`src/rtl/clock_div_bank_pkg.sv`:
```
// ============================================================================
// Module : clock_pkg
// Brief  : Shared types and defaults for the clock divider bank.
// Rev    : 1.0 - initial release
// ============================================================================
`default_nettype none

package clock_pkg;

  localparam int DIV_W_DEF   = 16;
  localparam int DEF_DIV_DEF = 1;
  localparam int SEL_W       = 3;

  typedef enum logic [1:0] {
    ST_IDLE  = 2'd0,
    ST_RUN   = 2'd1,
    ST_DRAIN = 2'd2
  } ch_state_t;

endpackage

`default_nettype wire

```
`src/rtl/clock_div_bank_if.sv`:
```
// ============================================================================
// Module : clock_div_bank_if
// Brief  : Control and status bundle of the clock divider bank.
// Rev    : 1.0 - initial release
// ============================================================================
`default_nettype none

interface clock_div_bank_if
  import clock_pkg::*;
#(
  parameter int NUM_CH = 4,
  parameter int DIV_W  = DIV_W_DEF
);

  logic [NUM_CH-1:0] ch_enable;
  logic              div_wr;
  logic [SEL_W-1:0]  div_sel;
  logic [DIV_W-1:0]  div_data;
  logic [NUM_CH-1:0] clk_out;
  logic [NUM_CH-1:0] tick;
  logic [NUM_CH-1:0] ch_active;
  logic [NUM_CH-1:0] div_pending;

  modport master (
    output ch_enable, div_wr, div_sel, div_data,
    input  clk_out, tick, ch_active, div_pending
  );

  modport slave (
    input  ch_enable, div_wr, div_sel, div_data,
    output clk_out, tick, ch_active, div_pending
  );

endinterface

`default_nettype wire

```
`src/rtl/clock_div_bank_ch.sv`:
```
// ============================================================================
// Module : clock_div_ch
// Brief  : One divider channel: counter, run/drain FSM, shadowed divisor.
// Rev    : 1.0 - initial release
// ============================================================================
`default_nettype none

module clock_div_ch
  import clock_pkg::*;
#(
  parameter int DIV_W   = DIV_W_DEF,
  parameter int DEF_DIV = DEF_DIV_DEF
) (
  input  logic             clk,
  input  logic             rst_n,
  input  logic             i_ch_enable,
  input  logic             i_wr,
  input  logic [DIV_W-1:0] i_wr_data,
  output logic             o_clk_out,
  output logic             o_tick,
  output logic             o_ch_active,
  output logic             o_div_pending
);

  localparam logic [DIV_W-1:0] c_def_div = DIV_W'(DEF_DIV);
  localparam logic [DIV_W-1:0] c_one     = {{(DIV_W-1){1'b0}}, 1'b1};

  ch_state_t        state_q, state_d;
  logic [DIV_W-1:0] cnt_q, cnt_d;
  logic [DIV_W-1:0] active_q, active_d;
  logic [DIV_W-1:0] shadow_q, shadow_d;
  logic             clk_out_q, clk_out_d;
  logic             tick_q, tick_d;
  logic             pending_q, pending_d;
  logic             w_term;
  logic             w_rise;
  logic             w_apply;

  assign w_term = (cnt_q == active_q);

  always_comb begin
    state_d   = state_q;
    cnt_d     = cnt_q;
    clk_out_d = clk_out_q;
    active_d  = active_q;
    shadow_d  = shadow_q;
    w_rise    = 1'b0;
    case (state_q)
      ST_IDLE: begin
        cnt_d     = '0;
        clk_out_d = 1'b0;
        if (i_ch_enable) state_d = ST_RUN;
      end
      ST_RUN, ST_DRAIN: begin
        if (!i_ch_enable && !clk_out_q) begin
          state_d = ST_IDLE;
          cnt_d   = '0;
        end else begin
          if (w_term) begin
            cnt_d     = '0;
            clk_out_d = ~clk_out_q;
            w_rise    = ~clk_out_q;
          end else begin
            cnt_d = cnt_q + c_one;
          end
          // A disabled channel keeps counting until its high phase ends.
          if (!i_ch_enable) state_d = w_term ? ST_IDLE : ST_DRAIN;
          else              state_d = ST_RUN;
        end
      end
      default: begin
        state_d   = ST_IDLE;
        cnt_d     = '0;
        clk_out_d = 1'b0;
      end
    endcase

    // Idle channels track the shadow directly; running ones only on a rise.
    w_apply = (state_q == ST_IDLE) || w_rise;
    if (w_apply) active_d = shadow_q;
    if (i_wr)    shadow_d = i_wr_data;
    tick_d    = w_rise;
    pending_d = (state_d != ST_IDLE) && (i_wr || (pending_q && !w_apply));
  end

  always_ff @(posedge clk or negedge rst_n) begin
    if (!rst_n) begin
      state_q   <= ST_IDLE;
      cnt_q     <= '0;
      active_q  <= c_def_div;
      shadow_q  <= c_def_div;
      clk_out_q <= 1'b0;
      tick_q    <= 1'b0;
      pending_q <= 1'b0;
    end else begin
      state_q   <= state_d;
      cnt_q     <= cnt_d;
      active_q  <= active_d;
      shadow_q  <= shadow_d;
      clk_out_q <= clk_out_d;
      tick_q    <= tick_d;
      pending_q <= pending_d;
    end
  end

  assign o_clk_out     = clk_out_q;
  assign o_tick        = tick_q;
  assign o_ch_active   = (state_q != ST_IDLE);
  assign o_div_pending = pending_q;

endmodule

`default_nettype wire

```
`src/rtl/clock_div_bank.sv`:
```
// ============================================================================
// Module : clock_div_bank
// Brief  : NUM_CH independent programmable clock dividers with write fan-out.
// Rev    : 1.0 - initial release
// ============================================================================
`default_nettype none

module clock_div_bank
  import clock_pkg::*;
#(
  parameter int NUM_CH  = 4,
  parameter int DIV_W   = DIV_W_DEF,
  parameter int DEF_DIV = DEF_DIV_DEF
) (
  input  logic                 clk,
  input  logic                 reset,
  clock_div_bank_if.slave      bus
);

  logic [NUM_CH-1:0] w_wr;
  logic [NUM_CH-1:0] w_clk_out;
  logic [NUM_CH-1:0] w_tick;
  logic [NUM_CH-1:0] w_ch_active;
  logic [NUM_CH-1:0] w_div_pending;

  generate
    for (genvar i = 0; i < NUM_CH; i++) begin : g_ch
      // Indices at or above NUM_CH match no channel and are dropped.
      assign w_wr[i] = bus.div_wr && (bus.div_sel == SEL_W'(i));

      clock_div_ch #(
        .DIV_W   (DIV_W),
        .DEF_DIV (DEF_DIV)
      ) u_ch (
        .clk           (clk),
        .rst_n         (reset),
        .i_ch_enable   (bus.ch_enable[i]),
        .i_wr          (w_wr[i]),
        .i_wr_data     (bus.div_data),
        .o_clk_out     (w_clk_out[i]),
        .o_tick        (w_tick[i]),
        .o_ch_active   (w_ch_active[i]),
        .o_div_pending (w_div_pending[i])
      );
    end
  endgenerate

  assign bus.clk_out     = w_clk_out;
  assign bus.tick        = w_tick;
  assign bus.ch_active   = w_ch_active;
  assign bus.div_pending = w_div_pending;

endmodule

`default_nettype wire

```
`src/flat_wrapper.sv`:
```
// flat-port wrapper written by rule: the top's interface ports become plain ports
module clock_div_bank_flat import clock_pkg::*;
#(
  parameter int NUM_CH  = 4,
  parameter int DIV_W   = DIV_W_DEF,
  parameter int DEF_DIV = DEF_DIV_DEF
)
  (clk, reset, bus_ch_enable, bus_div_wr, bus_div_sel, bus_div_data, bus_clk_out, bus_tick, bus_ch_active, bus_div_pending);
  clock_div_bank_if #(.NUM_CH(NUM_CH), .DIV_W(DIV_W)) bus_i ();
  input  logic clk;
  input  logic reset;
  input wire logic [$bits(bus_i.ch_enable)-1:0] bus_ch_enable;
  input wire logic [$bits(bus_i.div_wr)-1:0] bus_div_wr;
  input wire logic [$bits(bus_i.div_sel)-1:0] bus_div_sel;
  input wire logic [$bits(bus_i.div_data)-1:0] bus_div_data;
  output wire logic [$bits(bus_i.clk_out)-1:0] bus_clk_out;
  output wire logic [$bits(bus_i.tick)-1:0] bus_tick;
  output wire logic [$bits(bus_i.ch_active)-1:0] bus_ch_active;
  output wire logic [$bits(bus_i.div_pending)-1:0] bus_div_pending;
  assign bus_i.ch_enable = bus_ch_enable;
  assign bus_i.div_wr = bus_div_wr;
  assign bus_i.div_sel = bus_div_sel;
  assign bus_i.div_data = bus_div_data;
  assign bus_clk_out = bus_i.clk_out;
  assign bus_tick = bus_i.tick;
  assign bus_ch_active = bus_i.ch_active;
  assign bus_div_pending = bus_i.div_pending;
  clock_div_bank #(.NUM_CH(NUM_CH), .DIV_W(DIV_W), .DEF_DIV(DEF_DIV)) u_core (.clk(clk), .reset(reset), .bus(bus_i));
endmodule
```
`config.mk`:
```
export PLATFORM = sky130hd
export DESIGN_NAME = clock_div_bank_flat
export DESIGN_NICKNAME = d
export VERILOG_FILES = /design/src/rtl/clock_div_bank_pkg.sv /design/src/rtl/clock_div_bank_if.sv /design/src/rtl/clock_div_bank_ch.sv /design/src/rtl/clock_div_bank.sv /design/src/flat_wrapper.sv
export SDC_FILE = /design/constraint.sdc
export NUM_CORES = 1
export LEC_CHECK = 0
export BUFFER_PORTS_ARGS = -buffer_cell sky130_fd_sc_hd__buf_2
export CORE_MARGIN = 2
export CORE_UTILIZATION = 35
export CTS_BUF_LIST = sky130_fd_sc_hd__clkbuf_8 sky130_fd_sc_hd__clkbuf_16
export CTS_CLUSTER_DIAMETER = 200
export DETAILED_ROUTE_END_ITERATION = 8
export PLACE_DENSITY = 0.46
export SLEW_MARGIN = 40
export SYNTH_ARGS = -nofsm -noshare
export SYNTH_HDL_FRONTEND = slang
export SYNTH_HIERARCHICAL = 1
export SYNTH_SLANG_ARGS = --single-unit
export TNS_END_PERCENT = 20
```
`constraint.sdc`:
```
create_clock -name clk -period 2.35 [get_ports clk]
set_input_delay 0.235 -clock clk [delete_from_list [all_inputs] [get_ports clk]]
set_output_delay 0.235 -clock clk [all_outputs]
set_load 0.02 [all_outputs]
```
==> metrics.md <==
| Metric | Value |
|---|---|
| Status | finished, final reports clean |
| All-Layer GR Usage | 14.4% |
| Clock Tree Buf Depth | 3 |
| Die width | around 170 µm |
| Total gr overflow | 0 |
| Final WL | approximately 20000 µm |
| ANT cells | 0 |
| Post-synthesis sequential area ratio | a little over half |
| Pin count of the biggest net entering global routing | between 60 and 70 |
| Setup crit end kind | flip-flop |
| I/O pin cnt | 42 |
| CORE AREA | between 20000 and 30000 µm² |
| Max-cap violations | 0 |
| Psw | between 3 and 4 mW |
| Register area | approximately 5300 µm² |
| Setup TNS | 0 ns |
| Int Power | ~8.9 mW |
| Post-CTS Resized | 0 |
| Synth warn | 6 |
| Post-DP Area | approximately 10000 µm² |
| Final ANT Viol Nets | 0 |
| Crit path arrival time | around 2.6 ns |
| Startpoint types | flip-flop |
| # H-tree levels | 1 |
| Dpl hpwl | between 10000 and 15000 µm |
| Total power | approximately 13 mW |
| Netlist cell types | 30 |
| Reg power frac | 42.1% |
| Critical-path maximum fanout | 16 |
| I/O Buffers | roughly 40 |
| Hold violation count in the final report | 0 |
| Synth Register Bits | between 200 and 250 |
| Clock-pin slew on the worst setup and hold paths | 0.06 ns |
| Setup ws final | around 0.16 ns |
| Max Fclk | 456 MHz |
| Area growth syn-to-layout | 15.7% |
| Setup Skew | between 0.007 and 0.008 ns |
| Clk root buf | clkbuf_16 |
| Relative slew slack | 62.3% |
| CTS Sinks | ~210 |
| Multi-input logic area | just over 4000 µm² |
| Final Slew Violations | 0 |
| Antenna violations before repair | 0 |
| Clk_lat worst skew | ~0.52 ns |
| Pwr Density | 1120 nW/µm² |
| Post-Synthesis Mean Instance Area | between 10 and 15 µm² |
| CP required | 2.75 ns |
| Layout cell share with drive strength beyond 1 | a little over 30% |
| First-pass GRT wire length | around 33000 µm |
| Initial Util | 35.8% |
| Die area | 29000 µm² |
| Cells after Synth | 760 |
| Die height | ~170 µm |
| CTS Hold Bufs | 5 |
| Residual DRC count | 0 |
| CTS buffer count | 25 |
| Rows | 60 |
| # setup viols final | 0 |
| RSZ-0062 raised after global routing | no |
| Pre-CTS setup slack | 0.207 ns |
| Combinational group share of total power | 25.7% |
| Vias in the first global route | 5919 |
| Reg2reg path depth | 6 |
| Part of the power in the clock network | ~32% |
| Synth Cell Area | 9680 µm² |
| Final Cell Area | approximately 11000 µm² |
| GPL Wtd Cong | ~0.8 |
| Worst hold path depth | 2 |
| Fillers | around 2600 |
| 1st-iter DRT viols | 358 |
| Final nets | around 860 |
| CP Class | reg2reg |
| Tmin final | 2.19 ns |
| CTS tree | yes |
| Tcrit/Tclk final | a little over 90% |
| Routed len/inst | 17.1 µm |
| Pleak | 5.06 nW |
| DRT Pass-1 Iters | 4 |
| Via count | approximately 5700 |
| Synth Net Count | around 800 |
| Switch share | approximately 29% |
| Peak supply drop | between 0.4 and 0.5 mV |
| Hold Path Class | in2reg |
| Worst-Margin Slew | 0.566 ns |
| Via density | 4.85 |
| Post-CTS Setup Inserts | 0 |
## metrics by stage
step	hold slack, ns	util (%)	cells
final	0.0466	41.5	1183
after global routing	0.0477	41.5	1183
after CTS	0.0378	41.5	1183
after detailed placement	0.287	38.0	1132
after global placement	0.273	38.0	1132
after floorplan	-0.0606	-	760
## critical path, cell delays in order, from the launching register on
cell     delay (ns)
dfrtp_1        0.43
xor2_1         0.16
nor4_1         0.45
nand4_2        0.24
o21a_1         0.23
buf_4          0.22
mux2_4         0.32
## cells in the final DEF (no fill, tap or decap), drive strengths merged
cell type / synthesis / layout
dfstp: 8 / 8
xnor2: 16 / 16
nand3b: 4 / 4
inv: 20 / 26
nor2: 80 / 80
nor3: 12 / 12
nor4: 16 / 16
dlygate4sd3: 0 / 5
clkinv: 0 / 4
nand3: 32 / 32
xor2: 104 / 104
and4b: 1 / 1
buf: 11 / 54
o211ai: 4 / 4
clkbuf: 13 / 31
a21oi: 16 / 16
mux2: 128 / 128
a211oi: 4 / 4
bufinv: 0 / 4
o21ai: 20 / 20
nand2: 28 / 28
ha: 12 / 12
clkinvlp: 0 / 2
nor4b: 1 / 1
nand4: 16 / 16
and4: 4 / 4
dfrtp: 204 / 204
o21a: 4 / 4
and4bb: 2 / 2
## layout make-up
| cell class | instances | share of cell area [%] |
|---|---|---|
| inverters | 20 | 0.670 |
| clock inverters | 16 | 1.63 |
| well taps | 341 | 3.81 |
| repair buffers | 60 | 3.52 |
| flip-flops and latches | 212 | 47.4 |
| multi-input cells | 504 | 36.7 |
| clock buffers | 30 | 6.20 |
## synthesized netlist by cell type
master	number	area [µm²]
nand3_1	32	160
xnor2_1	16	140
nor2_1	80	300
o21a_1	4	30.0
dfrtp_1	204	5100
and4b_1	1	10.0
nand4_2	4	50.1
nand4_1	12	75.1
mux2_4	40	601
nor3_1	12	60.1
a211oi_1	4	30.0
dfstp_2	8	210
ha_1	12	150
o21ai_0	20	100
and4bb_2	2	25.0
clkbuf_1	13	48.8
mux2_2	88	991
buf_1	3	11.3
xor2_1	104	911
nor4_2	12	150
nor4_1	4	25.0
a21oi_1	16	80.1
and4_2	4	40.0
nand2_1	28	105
buf_12	4	80.1
buf_6	4	45.0
nand3b_1	4	30.0
o211ai_1	4	30.0
nor4b_2	1	15.0
inv_1	20	75.1
## flip-flops by register name, summed over array words and instances, names as in the netlist
signal,count
u_core/g_ch.u_ch/active_q,64
u_core/g_ch.u_ch/cnt_q,64
u_core/g_ch.u_ch/shadow_q,64
u_core/g_ch.u_ch/state_q,8
u_core/g_ch.u_ch/o_clk_out,4
u_core/g_ch.u_ch/o_div_pending,4
u_core/g_ch.u_ch/o_tick,4
## routing by layer
metal  vias up  part of all wire, %  GRT usage (%)
li1       2739                    -              -
met1      2904                   48           20.2
met2        75                   47           23.8
met3        25                  3.0           2.12
met4         0                  1.6           3.23
met5         -                    0              0
## kinds of logic (layout without fill, tap and decap cells)
kind of cell / after synthesis / in the layout / share of synthesized area [%]
xor gates and xnor gates: 120 / 120 / 10.9
adders and majority gates: 12 / 12 / 1.55
muxes: 128 / 128 / 16.4
and+or+nand+nor: 196 / 196 / 10.8
AOI/OAI and AO/OA: 48 / 48 / 2.79
DFF: 212 / 212 / 54.9
buffers and inverters: 44 / 126 / 2.69
## power groups by stage
stage / clock, mW / combinational [mW] / sequential (mW)
floorplan: 0 / 2.84 / 5.12
global placement: 0 / 3.16 / 5.35
detailed placement: 0 / 3.24 / 5.37
CTS: 4.20 / 3.27 / 5.32
global route: 4.35 / 3.53 / 5.44
finish: 4.05 / 3.23 / 5.30
## worst paths after layout
check                                                      from                                to  slack (ns)
worst min register to register  u_core/g_ch[1].u_ch/shadow_q[4]   u_core/g_ch[1].u_ch/active_q[4]        0.50
worst max register to register    u_core/g_ch[1].u_ch/cnt_q[12]   u_core/g_ch[1].u_ch/active_q[7]        0.16
worst min-delay path                           bus_div_data[14]  u_core/g_ch[3].u_ch/shadow_q[14]        0.05
min in group asynchronous                                 reset        u_core/g_ch[0].u_ch/o_tick        0.30
worst max-delay path              u_core/g_ch[1].u_ch/cnt_q[12]   u_core/g_ch[1].u_ch/active_q[7]        0.16
max in group asynchronous                                 reset      u_core/g_ch[3].u_ch/cnt_q[5]        1.22
No activity file was read; power rests on OpenSTA's default activity.
